**config.mk**
```make
export PLATFORM = sky130hd
export DESIGN_NAME = controller_multiplier
export DESIGN_NICKNAME = d
export VERILOG_FILES = /design/src/rtl/controller_multiplier.sv
export SDC_FILE = /design/constraint.sdc
export NUM_CORES = 1
export LEC_CHECK = 0
export ABC_CLOCK_PERIOD_IN_PS = 1790
export CORE_AREA = 2 2 39 41
export CTS_CLUSTER_SIZE = 20
export DETAILED_ROUTE_END_ITERATION = 12
export DIE_AREA = 0 0 41 43
export HOLD_SLACK_MARGIN = 0.05
export SYNTH_ARGS = -nofsm -noshare
export SYNTH_HDL_FRONTEND = slang
export SYNTH_SLANG_ARGS = --single-unit
```
**constraint.sdc**
```tcl
create_clock -name clock -period 1.79 [get_ports clock]
set_input_delay 0.179 -clock clock [delete_from_list [all_inputs] [get_ports clock]]
set_output_delay 0.179 -clock clock [all_outputs]
set_load 0.01 [all_outputs]
```
**src/rtl/controller_multiplier.sv**
```systemverilog
// controller_multiplier: IDLE/RUN/DONE controller sequencing a shift-add multiplier datapath
module controller_multiplier #(
  parameter int N = 8
) (
  input  logic                     clock,
  input  logic                     reset,
  input  logic                     in_valid,
  output logic                     in_ready,
  input  logic                     b0,
  input  logic                     z,
  output logic [1:2]               en,
  output logic [1:3]               load,
  output logic                     s,
  output logic                     out_valid,
  input  logic                     out_ready,
  output logic [$clog2(N+1)-1:0]   iter
);
  localparam int W = $clog2(N+1);
  localparam logic [W-1:0] LAST = W'(N);
  localparam logic [1:0] IDLE = 2'd0, RUN = 2'd1, DONE = 2'd2;
  logic [1:0]   r_state, w_next;
  logic [W-1:0] r_iter;
  logic         w_accept, w_step;
  always_comb begin
    w_accept  = r_state == IDLE && in_valid;
    w_step    = r_state == RUN && !z && r_iter != LAST;
    w_next    = w_accept ? RUN :
                r_state == RUN && !w_step ? DONE :
                r_state == DONE && out_ready ? IDLE :
                r_state == 2'd3 ? IDLE : r_state;
    in_ready  = !reset && r_state == IDLE;
    out_valid = !reset && r_state == DONE;
    en        = (!reset && w_step) ? 2'b11 : 2'b00;
    load      = reset ? 3'b000 : w_accept ? 3'b111 : {2'b00, w_step && b0};
    s         = !reset && w_step;
  end
  always_ff @(posedge clock) begin
    if (reset) begin
      r_state <= IDLE;
      r_iter  <= '0;
    end else begin
      r_state <= w_next;
      r_iter  <= w_accept ? '0 : w_step ? r_iter + 1'b1 : r_iter;
    end
  end
  assign iter = r_iter;
endmodule

```
# Yosys cells after proc, flatten, opt, wreduce, memory -nomap -nowiden

Index checks and enable logic that the tools add are counted.
W data, S select, Z words.

Bits in registers: 6
Output and inout port bits: 12
Bits of input ports: 6

Reduce and logical (&&, ||, !) cells: 16
Eq/ne operators: 4
Muxes and demuxes: 7
Add/subtract/negate cells: 1

Operators with widths:

| operator              | number |
|---|---|
| $logic_and A1 B1 Y1   | 9 |
| $mux W2               | 4 |
| $mux W3               | 2 |
| $add A4 B1 Y4 const B | 1 |
| $eq A2 B2 Y1 const B  | 2 |
| $ne A4 B4 Y1 const B  | 1 |
| $reduce_bool A4 Y1    | 1 |
| $logic_not A1 Y1      | 3 |
| $reduce_bool A3 Y1    | 1 |
| $eq A2 B1 Y1 const B  | 1 |
| $logic_not A2 Y1      | 1 |
| $reduce_or A2 Y1      | 1 |
| $mux W1               | 1 |

# Logic depth before layout (Yosys ltp)

Word-level depth: 7
Depth in mapped cells: 5
Mapped depth without buffers: 5

# Least setup slack after synthesis

No wires, ideal clock.

Path kind: register -> output
From: register r_iter[0], in the netlist iter[0]
To: output port load[3] (netlist name)
Stages on the path, launching flop included: 6
Data required time: 1.611 ns
Arrival: 1.595 ns
Slack: 0.016 ns
Cell sequence: dfxtp_1 inv_1 ha_1 and3b_1 nor3_1 a21o_1

Word-level cells in the longest chain between the ends: 5

RTL lines:

| what                   | line | source |
|---|---|---|
| start, declared        | 22   | `logic [W-1:0] r_iter;` |
| start signal, assigned | 43   | `r_iter <= w_accept ? '0 : w_step ? r_iter + 1'b1 : r_iter;` |
| $ne A4 B4 Y1           | 26   | `w_step = r_state == RUN && !z && r_iter != LAST;` |
| $logic_and A1 B1 Y1    | 26   |  |
| $logic_and A1 B1 Y1    | 34   | `load = reset ? 3'b000 : w_accept ? 3'b111 : {2'b00, w_step && b0};` |
| $mux W3 (2 in a row)   | 34   |  |
| end, declared          | 12   | `output logic [1:3] load,` |

No other way between the ends.

# Worst setup path after layout

From: input port z
To: output port en[2] (netlist name)

Word-level cells in the longest chain between the ends: 5

RTL lines:

| what                             | line | source |
|---|---|---|
| start, declared                  | 10   | `input logic z,` |
| $logic_not A1 Y1                 | 26   |  |
| $logic_and A1 B1 Y1 (2 in a row) | 26   |  |
| $logic_and A1 B1 Y1              | 33   | `en = (!reset && w_step) ? 2'b11 : 2'b00;` |
| $mux W2                          | 33   |  |
| end, declared                    | 11   | `output logic [1:2] en,` |

No other way between the ends.

==> metrics <==
outcome=finished clean; CTS max path bufs=2; Post-synth ARST share=0%; post-CTS setup buffer count=0; largest net degree at the start of global routing=9; Setup Skew=0.00140 ns; area growth from synthesis to layout=81.9%; Worst-path clk slew=0.04 ns; pwr dens=546 nW/um^2; # hold bufs at CTS=0; drt wl/cell=9.39 um; Detailed Route WL=789 um; Synth Area in Adders=7.22%; Post-Synth XOR/XNOR Area=0%; post-synthesis compound-gate area fraction=19.5%; Via-to-Cell Ratio=4.62; Final setup viols=0; max-cap violations=0; Worst Tran Pin Value=0.222 ns; row cnt=14; Die X=41 um; share of cells above drive strength 1=26.5%; Num CTS Buffers=3; Detail Placement HPWL=631 um; I/O pins=18; gpl congestion=0.631; Critical Path Fanout Max=4; Tot Pwr=344 uW; #FFs+latches synth=6; fin nets=78; drc violations=0; cells after synthesis=42; chip height=43 um; Max Clk Rate=571 MHz; post-synth top area share=34.7%; I/O Buffers=17; clk_lat worst skew=0.24 ns; H-tree depth=1; Synth Area in Simple Gates=27.4%; total negative setup slack=0 ns; PnR worst setup slack=0.0376 ns; Avg Cell Area, Syn=8.25 sq um; Via Count=388; element type at the critical path end=primary output; pre-CTS setup slack=-0.282 ns; main combinational cell family by area after synthesis=simple AND/OR/NAND/NOR gates; total track usage=10.4%; Post-synth top cells=dfxtp_1, o21ai_0, a21oi_1; DR pass1 iterations=2; post-route cell area=631 sq um; area leader, netlist=dfxtp_1; unrepaired setup endpoints after global routing=yes; mux cell area share after synthesis=0%; Max Transition Viols Final=0; initial antenna violation count=0; area post-placement=584 sq um; CP startpoint kind=input pin; Synth area leaders=dfxtp_1, ha_1, o21ai_0; core area=1380 sq um; DR iter-0 viols=2; post-synthesis sequential area ratio=34.7%; vias in the first global route=339; worst path required time=1.61 ns; number of enable flip-flop cells after synthesis=0; VDD IR max=304 uV; clk sinks=6; leak pwr=0.296 nW; CTS root buffer=clkbuf_4; minimum clock period=1.75 ns; crit path kind=input pin to primary output; Cell Area, Synth=347 sq um; Main synth FF type=dfxtp_1; GRT Residual Overflow=0; most numerous cell in the Yosys netlist=dfxtp_1; # diodes=0; first-pass GRT wire length=1260 um; Yosys warning total=0; Period Utilization, post-route=97.9%; TritonCTS clock tree=done; Slew headroom=85.2%; Netlist cell types=20; Post-Syn Nets=50; Hold Fails Final Rpt=0; Routed Antenna Nets=0; Crit path arrival time=1.57 ns; Initial Utilization=25.0%; worst min path class=flip-flop to flip-flop; die area=1760 sq um
## layer usage
metal | GRT usage, % | vias up | wire length [um]
met5 | 0 | - | 0
met3 | 3.14 | 2 | 63
met2 | 14.4 | 16 | 357
met4 | 6.00 | 0 | 15
li1 | - | 200 | -
met1 | 13.8 | 170 | 353
## layout make-up
type / count / area, sq um
fillers: 138 / 753
repair buffers: 27 / 248
multi-input cells: 29 / 209
flip-flops and latches: 6 / 120
clock buffers: 3 / 22.5
well taps: 16 / 20.0
inverters: 3 / 11.3
## critical path, stage by stage
cell	delay, ns
clkdlybuf4s50_1	0.42
or3b_4	0.40
nor3_4	0.18
buf_4	0.14
dlygate4sd2_1	0.26
## flip-flops by register name, summed over array words and instances (netlist names)
| signal | count |
|---|---|
| iter | 4 |
| r_state | 2 |
## timing repair
item                                    in CTS  in global routing
pin swaps                                    1                  1
resized for setup                            7                  6
endpoints found under the setup margin       6                  6
## per-stage QoR
stage | util (%) | cells | hold WS, ns
final | 45.6 | 84 | 0.497
after detailed placement | 42.2 | 81 | 0.491
after global routing | 45.6 | 84 | 0.522
after floorplan | - | 42 | 0.280
after CTS | 44.4 | 84 | 0.497
after global placement | 42.2 | 81 | 0.480
## logic make-up after synthesis
group | count (synthesis)
and+or+nand+nor | 15
AOI/OAI and AO/OA | 12
buffers and inverters | 7
DFF | 6
adders and majority gates | 2
## layout by cell type, fill, tap and decap left out, drive strengths merged, types with 2 or more instances in the layout
| cell type | count |
|---|---|
| clkdlybuf4s50 | 11 |
| or3b | 2 |
| inv | 3 |
| dlygate4sd2 | 2 |
| o21ai | 5 |
| nor2 | 2 |
| ha | 2 |
| dfxtp | 6 |
| nor3 | 2 |
| or3 | 2 |
| buf | 10 |
| a21oi | 4 |
| dlymetal6s2s | 2 |
| a21o | 2 |
| clkdlybuf4s15 | 2 |
| clkbuf | 3 |
## path summary, 6_finish.rpt
check / start / end / slack [ns] / cells past startpoint
hold reg to reg: iter[3] / iter[3] / 0.50 / 2
setup reg to reg: iter[0] / iter[2] / 0.20 / 6
setup / recovery: z / en[2] / 0.04 / 5
hold / removal: iter[3] / iter[3] / 0.50 / 2
## where the power goes
group	leakage (nW)	internal (mW)	switching [mW]
clock network	0.0138	0.0756	0.0446
registers	0.0487	0.139	0.00217
logic	0.233	0.0508	0.0328
Power figures use the tool's default switching activity.
